<file path="config.mk">
export PLATFORM = sky130hd
export DESIGN_NAME = divider_config_sequencer
export DESIGN_NICKNAME = d
export VERILOG_FILES = /design/src/rtl/divider_pkg.sv /design/src/rtl/divider_sr_serializer.sv /design/src/rtl/divider_config_sequencer.sv
export SDC_FILE = /design/constraint.sdc
export NUM_CORES = 1
export LEC_CHECK = 0
export ABC_AREA = 1
export CAP_MARGIN = 20
export CORE_MARGIN = 2
export CORE_UTILIZATION = 46
export DETAILED_ROUTE_END_ITERATION = 6
export PLACE_DENSITY = 0.82
export REMOVE_ABC_BUFFERS = 1
export SLEW_MARGIN = 20
export SYNTH_ARGS = -nofsm -noshare
export SYNTH_HDL_FRONTEND = slang
export SYNTH_SLANG_ARGS = --single-unit
</file>
<file path="constraint.sdc">
create_clock -name sys_clock -period 1.9 [get_ports sys_clock]
set_clock_uncertainty 0.1 [all_clocks]
set_input_delay 0.475 -clock sys_clock [delete_from_list [all_inputs] [get_ports sys_clock]]
set_output_delay 0.475 -clock sys_clock [all_outputs]
set_load 0.02 [all_outputs]
</file>
<file path="src/rtl/divider_pkg.sv">
// Shared definitions for the programmable pulse divider and its configuration sequencer.
package divider_pkg;

  localparam int unsigned DEFAULT_DIV_WIDTH = 32;
  localparam int unsigned MIN_DIVISOR       = 2;

  typedef enum logic [2:0] {
    StIdle,
    StQuiesce,
    StSrClear,
    StShiftLo,
    StShiftHi,
    StSrFinish,
    StCntReset
  } seq_state_e;

endpackage

</file>
<file path="src/rtl/divider_sr_serializer.sv">
// Holds the pending divisor and shifts it MSB-first into the divider shift register,
// generating the SR data clock with a programmable half period.
module divider_sr_serializer
  import divider_pkg::*;
#(
  parameter int unsigned DIV_WIDTH      = DEFAULT_DIV_WIDTH,
  parameter int unsigned SR_HALF_PERIOD = 1
) (
  input  logic                 sys_clock,
  input  logic                 sys_reset_n,
  input  logic                 load,
  input  logic [DIV_WIDTH-1:0] load_divisor,
  input  logic                 start,
  output logic [DIV_WIDTH-1:0] shadow,
  output logic                 phase_end,
  output logic                 done,
  output logic                 div_sr_data,
  output logic                 div_sr_data_clock
);

  localparam int unsigned BitW  = (DIV_WIDTH > 1) ? $clog2(DIV_WIDTH) : 1;
  localparam int unsigned HalfW = (SR_HALF_PERIOD > 1) ? $clog2(SR_HALF_PERIOD) : 1;
  localparam logic [BitW-1:0]  LastBit  = BitW'(DIV_WIDTH - 1);
  localparam logic [HalfW-1:0] HalfLast = HalfW'(SR_HALF_PERIOD - 1);

  logic [DIV_WIDTH-1:0] shadow_q;
  logic [BitW-1:0]      bit_q;
  logic [HalfW-1:0]     half_q;
  logic                 hi_q, active_q, data_q, sclk_q;

  // Last cycle of the current half period; done marks the end of bit 0's high phase.
  assign phase_end         = active_q & (half_q == HalfLast);
  assign done              = phase_end & hi_q & (bit_q == '0);
  assign shadow            = shadow_q;
  assign div_sr_data       = data_q;
  assign div_sr_data_clock = sclk_q;

  always_ff @(posedge sys_clock or negedge sys_reset_n) begin
    if (!sys_reset_n) begin
      shadow_q <= '0;
      bit_q    <= '0;
      half_q   <= '0;
      hi_q     <= 1'b0;
      active_q <= 1'b0;
      data_q   <= 1'b0;
      sclk_q   <= 1'b0;
    end else begin
      if (load) begin
        shadow_q <= load_divisor;
      end
      if (start) begin
        active_q <= 1'b1;
        hi_q     <= 1'b0;
        half_q   <= '0;
        bit_q    <= LastBit;
        data_q   <= shadow_q[DIV_WIDTH-1];
        sclk_q   <= 1'b0;
      end else if (active_q) begin
        if (!phase_end) begin
          half_q <= half_q + HalfW'(1);
        end else begin
          half_q <= '0;
          if (!hi_q) begin
            hi_q   <= 1'b1;
            sclk_q <= 1'b1;
          end else if (bit_q == '0) begin
            active_q <= 1'b0;
            hi_q     <= 1'b0;
            sclk_q   <= 1'b0;
            data_q   <= 1'b0;
          end else begin
            bit_q  <= bit_q - BitW'(1);
            hi_q   <= 1'b0;
            sclk_q <= 1'b0;
            data_q <= shadow_q[bit_q - BitW'(1)];
          end
        end
      end
    end
  end

endmodule

</file>
<file path="src/rtl/divider_config_sequencer.sv">
// Control-side sequencer: accepts a divisor, runs the divider reprogram sequence and issues
// counter-only restarts. All outputs except cfg_ready are registered.
module divider_config_sequencer
  import divider_pkg::*;
#(
  parameter int unsigned DIV_WIDTH          = DEFAULT_DIV_WIDTH,
  parameter int unsigned SR_HALF_PERIOD     = 1,
  parameter int unsigned SETTLE_CYCLES      = 1,
  parameter int unsigned RESET_PULSE_CYCLES = 2
) (
  input  logic                 sys_clock,
  input  logic                 sys_reset_n,
  input  logic [DIV_WIDTH-1:0] cfg_divisor,
  input  logic                 cfg_valid,
  output logic                 cfg_ready,
  input  logic                 counter_restart,
  input  logic                 run_request,
  output logic                 busy,
  output logic                 load_done,
  output logic                 cfg_error,
  output logic [DIV_WIDTH-1:0] loaded_divisor,
  output logic                 div_enable,
  output logic                 div_external_reset,
  output logic                 div_sr_data,
  output logic                 div_sr_data_clock,
  output logic                 div_sr_enable,
  output logic                 div_sr_reset
);

  localparam int unsigned TimMax = (SETTLE_CYCLES > RESET_PULSE_CYCLES) ? SETTLE_CYCLES
                                                                       : RESET_PULSE_CYCLES;
  localparam int unsigned TimW   = (TimMax > 1) ? $clog2(TimMax) : 1;
  localparam logic [TimW-1:0] SettleLast = TimW'(SETTLE_CYCLES - 1);
  localparam logic [TimW-1:0] ResetLast  = TimW'(RESET_PULSE_CYCLES - 1);

  seq_state_e           state_q;
  logic [TimW-1:0]      timer_q;
  logic                 loaded_valid_q;
  logic [DIV_WIDTH-1:0] loaded_divisor_q;
  logic                 busy_q, load_done_q, cfg_error_q, enable_q;
  logic                 ext_reset_q, sr_enable_q, sr_reset_q;

  logic                 accept, divisor_ok, sr_load, sr_start, sr_phase_end, sr_done;
  logic [DIV_WIDTH-1:0] sr_shadow;

  assign cfg_ready  = (state_q == StIdle);
  assign accept     = cfg_valid & cfg_ready;
  assign divisor_ok = (cfg_divisor >= DIV_WIDTH'(MIN_DIVISOR));
  assign sr_load    = accept & divisor_ok;
  assign sr_start   = (state_q == StSrClear);

  divider_sr_serializer #(
    .DIV_WIDTH      (DIV_WIDTH),
    .SR_HALF_PERIOD (SR_HALF_PERIOD)
  ) u_serializer (
    .sys_clock         (sys_clock),
    .sys_reset_n       (sys_reset_n),
    .load              (sr_load),
    .load_divisor      (cfg_divisor),
    .start             (sr_start),
    .shadow            (sr_shadow),
    .phase_end         (sr_phase_end),
    .done              (sr_done),
    .div_sr_data       (div_sr_data),
    .div_sr_data_clock (div_sr_data_clock)
  );

  always_ff @(posedge sys_clock or negedge sys_reset_n) begin
    if (!sys_reset_n) begin
      state_q          <= StIdle;
      timer_q          <= '0;
      loaded_valid_q   <= 1'b0;
      loaded_divisor_q <= '0;
      busy_q           <= 1'b0;
      load_done_q      <= 1'b0;
      cfg_error_q      <= 1'b0;
      enable_q         <= 1'b0;
      ext_reset_q      <= 1'b0;
      sr_enable_q      <= 1'b0;
      sr_reset_q       <= 1'b0;
    end else begin
      load_done_q <= 1'b0;
      cfg_error_q <= 1'b0;
      case (state_q)
        StIdle: begin
          // A reload also resets the counter, so a coincident restart is dropped.
          if (accept && divisor_ok) begin
            state_q  <= StQuiesce;
            timer_q  <= '0;
            busy_q   <= 1'b1;
            enable_q <= 1'b0;
          end else if (!accept && counter_restart && loaded_valid_q) begin
            state_q     <= StCntReset;
            timer_q     <= '0;
            busy_q      <= 1'b1;
            enable_q    <= 1'b0;
            ext_reset_q <= 1'b1;
          end else begin
            cfg_error_q <= accept;
            enable_q    <= run_request & loaded_valid_q;
          end
        end
        StQuiesce: begin
          if (timer_q == SettleLast) begin
            state_q    <= StSrClear;
            timer_q    <= '0;
            sr_reset_q <= 1'b1;
          end else begin
            timer_q <= timer_q + TimW'(1);
          end
        end
        StSrClear: begin
          state_q     <= StShiftLo;
          sr_reset_q  <= 1'b0;
          sr_enable_q <= 1'b1;
        end
        StShiftLo: begin
          if (sr_phase_end) state_q <= StShiftHi;
        end
        StShiftHi: begin
          if (sr_done) begin
            state_q     <= StSrFinish;
            sr_enable_q <= 1'b0;
          end else if (sr_phase_end) begin
            state_q <= StShiftLo;
          end
        end
        StSrFinish: begin
          state_q          <= StCntReset;
          timer_q          <= '0;
          ext_reset_q      <= 1'b1;
          loaded_divisor_q <= sr_shadow;
          loaded_valid_q   <= 1'b1;
        end
        StCntReset: begin
          if (timer_q == ResetLast) begin
            state_q     <= StIdle;
            ext_reset_q <= 1'b0;
            busy_q      <= 1'b0;
            load_done_q <= 1'b1;
          end else begin
            timer_q <= timer_q + TimW'(1);
          end
        end
        default: state_q <= StIdle;
      endcase
    end
  end

  assign busy               = busy_q;
  assign load_done          = load_done_q;
  assign cfg_error          = cfg_error_q;
  assign loaded_divisor     = loaded_divisor_q;
  assign div_enable         = enable_q;
  assign div_external_reset = ext_reset_q;
  assign div_sr_enable      = sr_enable_q;
  assign div_sr_reset       = sr_reset_q;

endmodule

</file>
==> results by group, run 1 <==
STA
  – Min Tclk post-route: 1.88 ns
  – Pins Over Slew Limit: 0
  – Final Hold Viols: 0
  – Hold_ws: 0.319 ns
  – Endpoints failing setup: 0
  – FMAX: 531 MHz
  – Tcrit/Tclk final: 99.1%
  – Slew headroom: 62.2%
  – Slew @ Worst Pin: 0.564 ns
  – RSZ-0062 raised after global routing: yes

Power
  – VDD IR max: 0.000882 V
  – Pwr/cell area: 1640 nW/um^2
  – Combinational group share of total power: 46.1%
  – Clk pwr share: 17.8%
  – Seq pwr share: 36.1%
  – Sw Share: 40.9%
  – Int Power: 5.10 mW
  – P_sw: 3.53 mW
  – Leak Pwr: 3.03 nW

GRT
  – Gr usage total: 21.4%
  – Initial antenna violation count: 0
  – Gr ovfl total: 0
  – Largest net degree at the start of global routing: 49
  – Vias in the first global route: 3334
  – First-pass GRT wire length: 15300 um

Logic synthesis
  – Synth unique cells: 23
  – Synthesis Warnings: 0
  – Seq/Total Area, Yosys: 54.3%
  – Mux share of post-synthesis cell area: 0%
  – Adder-cell share of the synthesized area: 0.319%
  – #FFs+latches synth: 85
  – Complex-gate fraction of the synthesized area: 7.03%
  – Post-synth EDFFs: 0
  – Synth area leaders: dfrtp_1 (54%), nand2_1 (20%), inv_1 (5.0%)
  – Gate count of the mapped netlist: 508
  – FFs w/ async S/R, synth: 100%
  – Top FF cell, synth: dfrtp_1
  – XOR/XNOR share of the synthesized area: 0%
  – Synth top area share: 54.3%
  – Synth Area in Simple Gates: 29.6%
  – Synthesized area: 3920 um^2
  – Largest family of logic cells by synthesized area: simple AND/OR/NAND/NOR gates
  – Syn Area/Cell: 7.71 um^2
  – Synth area leader: dfrtp_1

Cells and area
  – Nets: 643
  – Fin util: 64.1%
  – Layout cells sized above 1: 10.7%
  – Final non-filler cell total: 715
  – Antenna cells: 0
  – Post-route cell area: 5270 um^2
  – Layout area overhead: 34.5%

Run status
  – Outcome: finished clean

Routing
  – WL final: 9560 um
  – Via count: 3558
  – Vias per cell: 4.98
  – DRC: 0
  – Starting DRT DRC Count: 237
  – Wire length per cell: 13.4 um
  – Number of nets still failing antenna checks after routing: 0
  – DR pass1 iterations: 6

Worst setup path
  – Reg2Reg Capture Point: state_q[1]$_DFFE_PN0P_
  – Critical path depth: 12
  – WP data arrival: 2.07 ns
  – CP most frequent cell: nand2_1
  – CP top delay family: simple AND/OR/NAND/NOR gates
  – Startpoint class of the critical path: input pin
  – Crit path kind: input pin to flop
  – Crit. Startpoint: cfg_divisor[12]
  – Setup crit end: state_q[1]$_DFFE_PN0P_
  – Crit-path max cell delay: 0.43 ns
  – Critical path capture point type: flop
  – Reg2reg start: state_q[0]$_DFFE_PN0P_
  – Buffers & Inverters on Critical Path: 3
  – R2r setup slk: 0.03 ns
  – Slowest CP cell: clkdlybuf4s50_1
  – Req. time, crit path: 2.09 ns
  – Critical path fanouts, max: 5
  – R2R depth: 8
  – Critical path cell sequence: clkdlybuf4s50_1 > nor2_1 > nand2_1 > nor2_1 > nand2_2 > o21ai_4 > buf_12 > buf_4 > nand2_1 > nand2_1 > nand2_1 > nand2_1

Placed design
  – Post-Place Cells: 695
  – Placed Area: 4900 um^2
  – HPWL reported at the end of detailed placement: 6450 um
  – Placer Congestion: 0.844
  – Port-buffer cells: 78

Clock tree
  – Max clock buf depth: 2
  – TritonCTS clock tree: done
  – H-tree Lvls: 3
  – Number of buffers created by CTS: 9
  – Reg clk slew, reported paths: 0.08 ns
  – Root Buffer: clkbuf_8
  – Sink Count: 85
  – Clk Latency, worst-skew pair: 0.35 ns

Floorplanning
  – DIE HEIGHT: 96.3 um
  – Die width: 96.3 um
  – Std cell rows: 33
  – Initial Utilization: 47.7%
  – I/O Pins: 79
  – Core Area: 8220 um^2
  – Die area: 9270 um^2

Min path
  – Tightest Hold Check Type: input pin to flop

Run
  – Max-cap viol count: 0
-- how the worst min path moves through the flow --
| stage | startpoint | end | cells past startpoint |
|---|---|---|---|
| finish | cfg_divisor[26] | u_serializer.shadow[26]$_DFFE_PN0P_ | 3 |
| global placement | sys_reset_n | loaded_divisor[12]$_DFFE_PN0P_ | 1 |
| global route | cfg_divisor[26] | u_serializer.shadow[26]$_DFFE_PN0P_ | 3 |
| CTS | u_serializer.active_q$_DFF_PN0_ | u_serializer.half_q$_DFFE_PN0P_ | 1 |
| detailed placement | sys_reset_n | loaded_divisor[13]$_DFFE_PN0P_ | 1 |
| floorplan | sys_reset_n | busy$_DFFE_PN0P_ | 0 |
-- flip-flops by register name, summed over array words and instances (netlist names) --
register                  flops
u_serializer.half_q           1
u_serializer.hi_q             1
u_serializer.active_q         1
div_sr_enable                 1
busy                          1
u_serializer.shadow          32
timer_q                       1
load_done                     1
cfg_error                     1
loaded_divisor               32
state_q                       3
u_serializer.div_sr_data      1
loaded_valid_q                1
div_external_reset            1
div_enable                    1
u_serializer.bit_q            5
div_sr_reset                  1
-- worst min-delay path, cell delays in order --
cell and delay, ns:
dlymetal6s2s_1 0.14, inv_1 0.06, o21ai_1 0.06
-- layout by cell type (no fill, tap or decap), types with 2 or more instances in the layout --
| cell | count |
|---|---|
| nand2_2 | 2 |
| dlymetal6s2s_1 | 22 |
| nor2_1 | 36 |
| clkdlybuf4s50_1 | 35 |
| o21ai_1 | 23 |
| inv_2 | 8 |
| a22oi_1 | 3 |
| nand3_1 | 34 |
| dlygate4sd2_1 | 19 |
| clkbuf_8 | 10 |
| nand2_1 | 207 |
| nor3_2 | 2 |
| o21ai_0 | 14 |
| inv_1 | 50 |
| bufinv_16 | 3 |
| buf_4 | 22 |
| dfrtp_1 | 85 |
| nor2_2 | 8 |
| a21oi_1 | 9 |
| buf_12 | 3 |
| clkbuf_1 | 2 |
-- synth_stat cells (all sizes together), types with 3 or more instances --
library cell and number:
a22oi 3, inv 59, nor3 3, nand2 210, o21ai 38, dfrtp 85
nand3 34, nor2 44, buf 18, a21oi 9
-- power groups by stage --
| stage | logic (mW) | clock network [mW] | registers (mW) |
|---|---|---|---|
| after global placement | 3.90 | 0 | 3.11 |
| after floorplan | 1.87 | 0 | 3.56 |
| final | 3.98 | 1.53 | 3.12 |
| after CTS | 3.92 | 1.56 | 3.12 |
| after detailed placement | 4.01 | 0 | 3.15 |
| after global routing | 4.44 | 1.64 | 3.21 |
-- stage by stage --
step	setup WS [ns]	setup TNS (ns)	power [mW]
after floorplan	-0.978	-26.53	5.43
after global placement	-0.333	-10.58	7.01
after detailed placement	-0.361	-11.58	7.16
after CTS	0.000240	0	8.60
after global routing	-0.0669	-0.218	9.29
final	0.0178	0	8.63
-- metal layers --
| metal | track usage [%] | share of wire [%] | vias to the layer above |
|---|---|---|---|
| met3 | 3.99 | 5.5 | 15 |
| met2 | 34.3 | 49 | 105 |
| met5 | 0 | 0 | - |
| met4 | 9.05 | 1.5 | 0 |
| met1 | 28.7 | 44 | 1680 |
| li1 | - | - | 1758 |
-- cell families after synthesis --
logic type,count (synthesis)
flops,85
buf+inv,77
fa+ha+maj,1
compound gates,52
simple gates,293
-- final cells by class --
type | count | area [um^2]
clock buffers | 12 | 145
clock inverters | 4 | 95.1
fillers | 687 | 2950
inverters | 59 | 224
multi-input cells | 346 | 1490
flip-flops and latches | 85 | 2130
well taps | 105 | 131
repair buffers | 104 | 1060
-- timing repair --
item	4_1_cts	5_1_grt
hold endpoints to repair	21	0
pin swaps	0	4
setup buffers	0	2
resized for setup	26	34
endpoints found under the setup margin	22	59
hold buffers	1	0
gates cloned	0	1
(Power assumes the default switching activity.)
==> inputs of run 2 (changes only) <==
- SLEW_MARGIN: 20 -> 10
- TNS_END_PERCENT: default -> 10
==> results by group, run 2 (synthesis gave the netlist of run 1 again) <==
Run status
  – Outcome: finished clean

Cells and area
  – FF+latch area: 2130 um^2
  – Layout cells sized above 1: 10.7%
  – Most frequent cells in the layout: nand2_1 (207), dfrtp_1 (85), inv_1 (50), nor2_1 (36), clkdlybuf4s50_1 (35)
  – Layout area overhead: 34.5%
  – Multi-input logic area: 1490 um^2
  – Most common cell after layout, fill and taps aside: nand2_1
  – Fin util: 64.1%
  – Antenna cells: 0
  – Post-route cell area: 5270 um^2
  – Fillers: 687
  – Nets: 643

Routing
  – DR pass1 iterations: 7
  – Starting DRT DRC Count: 220
  – Wire length per cell: 13.5 um
  – WL final: 9630 um
  – Via count: 3573
  – Vias per cell: 5.00
  – DRC: 0
  – Number of nets still failing antenna checks after routing: 0

Power
  – Pwr/cell area: 1640 nW/um^2
  – Leak Pwr: 3.03 nW
  – VDD IR max: 0.000881 V

Worst setup path
  – Req. time, crit path: 2.08 ns
  – Critical path cell sequence: clkdlybuf4s50_1 > nor2_1 > nand2_1 > nor2_1 > nand2_2 > o21ai_4 > buf_12 > buf_4 > nand2_1 > nand2_1 > nand2_1 > nand2_1
  – Crit path kind: input pin to flop
  – Critical path fanouts, max: 5
  – Slowest CP cell: clkdlybuf4s50_1
  – Crit-path max cell delay: 0.43 ns
  – CP most frequent cell: nand2_1
  – Startpoint class of the critical path: input pin
  – Buffers & Inverters on Critical Path: 3
  – WP data arrival: 2.07 ns
  – CP top delay family: simple AND/OR/NAND/NOR gates
  – Critical path capture point type: flop

STA
  – Final Hold Viols: 0
  – Min Tclk post-route: 1.89 ns
  – Slew @ Worst Pin: 0.559 ns
  – RSZ-0062 raised after global routing: yes
  – Pins Over Slew Limit: 0
  – Slew headroom: 62.6%
  – Endpoints failing setup: 0
  – Tcrit/Tclk final: 99.2%
  – Hold_ws: 0.321 ns
  – FMAX: 530 MHz

Clock tree
  – Clk Latency, worst-skew pair: 0.35 ns
  – Sink Count: 85
  – TritonCTS clock tree: done
  – H-tree Lvls: 3
  – Root Buffer: clkbuf_8
  – Max clock buf depth: 2
  – Number of buffers created by CTS: 9
  – Reg clk slew, reported paths: 0.08 ns

Floorplanning
  – Initial Utilization: 47.7%
  – DIE HEIGHT: 96.3 um
  – Die width: 96.3 um
  – I/O Pins: 79
  – Std cell rows: 33
  – Core Area: 8220 um^2
  – Die area: 9270 um^2

GRT
  – Gr ovfl total: 0
  – First-pass GRT wire length: 15300 um
  – Largest net degree at the start of global routing: 49
  – Initial antenna violation count: 0
  – Gr usage total: 21.4%
  – Vias in the first global route: 3321

Min path
  – Tightest Hold Check Type: input pin to flop

Placed design
  – Placed Area: 4900 um^2
  – Placer Congestion: 0.844
  – Port-buffer cells: 78
  – HPWL reported at the end of detailed placement: 6450 um

Run
  – Max-cap viol count: 0
==> run 2: tightest hold or removal path, delay by kind of cell <==
| kind | cells | cell delay [ns] |
|---|---|---|
| buf+inv | 2 | 0.20 |
| compound gates | 1 | 0.06 |
==> run 2: through the flow <==
stage / power [mW] / instances / setup slack (ns) / TNS, ns
after global routing: 9.29 / 715 / -0.0669 / -0.218
final: 8.64 / 715 / 0.0148 / 0
after global placement: 7.01 / 695 / -0.333 / -10.58
after detailed placement: 7.16 / 695 / -0.361 / -11.58
after CTS: 8.60 / 712 / -0.00721 / -0.00954
after floorplan: 5.43 / 490 / -0.978 / -26.53
==> run 2: routing by layer <==
metal / vias to the layer above / share of wire [%] / global-route usage [%]
met2: 106 / 48 / 34.3
met1: 1693 / 45 / 28.7
met4: 0 / 1.7 / 8.81
met5: - / 0 / 0
li1: 1757 / - / -
met3: 17 / 5.2 / 3.92
==> run 2: repair_timing <==
action                     4_1_cts  5_1_grt
gates resized for setup         25       35
setup endpoints to repair       22       62
cloned                           0        1
buffers inserted                 0        2
hold buffers                     1        0
pin swaps                        0        4
hold endpoints to repair        21        0
==> run 2: final timing paths <==
path	start	end	slack, ns	cells after the start
max in group asynchronous	sys_reset_n	loaded_divisor[17]$_DFFE_PN0P_	0.63	3
min in group asynchronous	sys_reset_n	loaded_divisor[15]$_DFFE_PN0P_	0.45	2
hold / removal	cfg_divisor[26]	u_serializer.shadow[26]$_DFFE_PN0P_	0.32	3
setup / recovery	cfg_divisor[12]	state_q[1]$_DFFE_PN0P_	0.01	12
setup reg to reg	state_q[0]$_DFFE_PN0P_	state_q[1]$_DFFE_PN0P_	0.03	8
hold reg to reg	u_serializer.active_q$_DFF_PN0_	u_serializer.half_q$_DFFE_PN0P_	0.35	1
==> run 2: power by group <==
group	switching (mW)	internal [mW]	leakage (nW)
clock network	0.627	0.909	0.121
registers	0.518	2.60	1.04
logic	2.40	1.59	1.86
total	3.54	5.10	3.03
==> run 2: cell type report <==
| type | instances | area share, % |
|---|---|---|
| repair buffers | 104 | 20.1 |
| inverters | 59 | 4.25 |
| well taps | 105 | 2.49 |
| clock inverters | 4 | 1.80 |
| clock buffers | 12 | 2.75 |
| flip-flops and latches | 85 | 40.4 |
| multi-input cells | 346 | 28.3 |
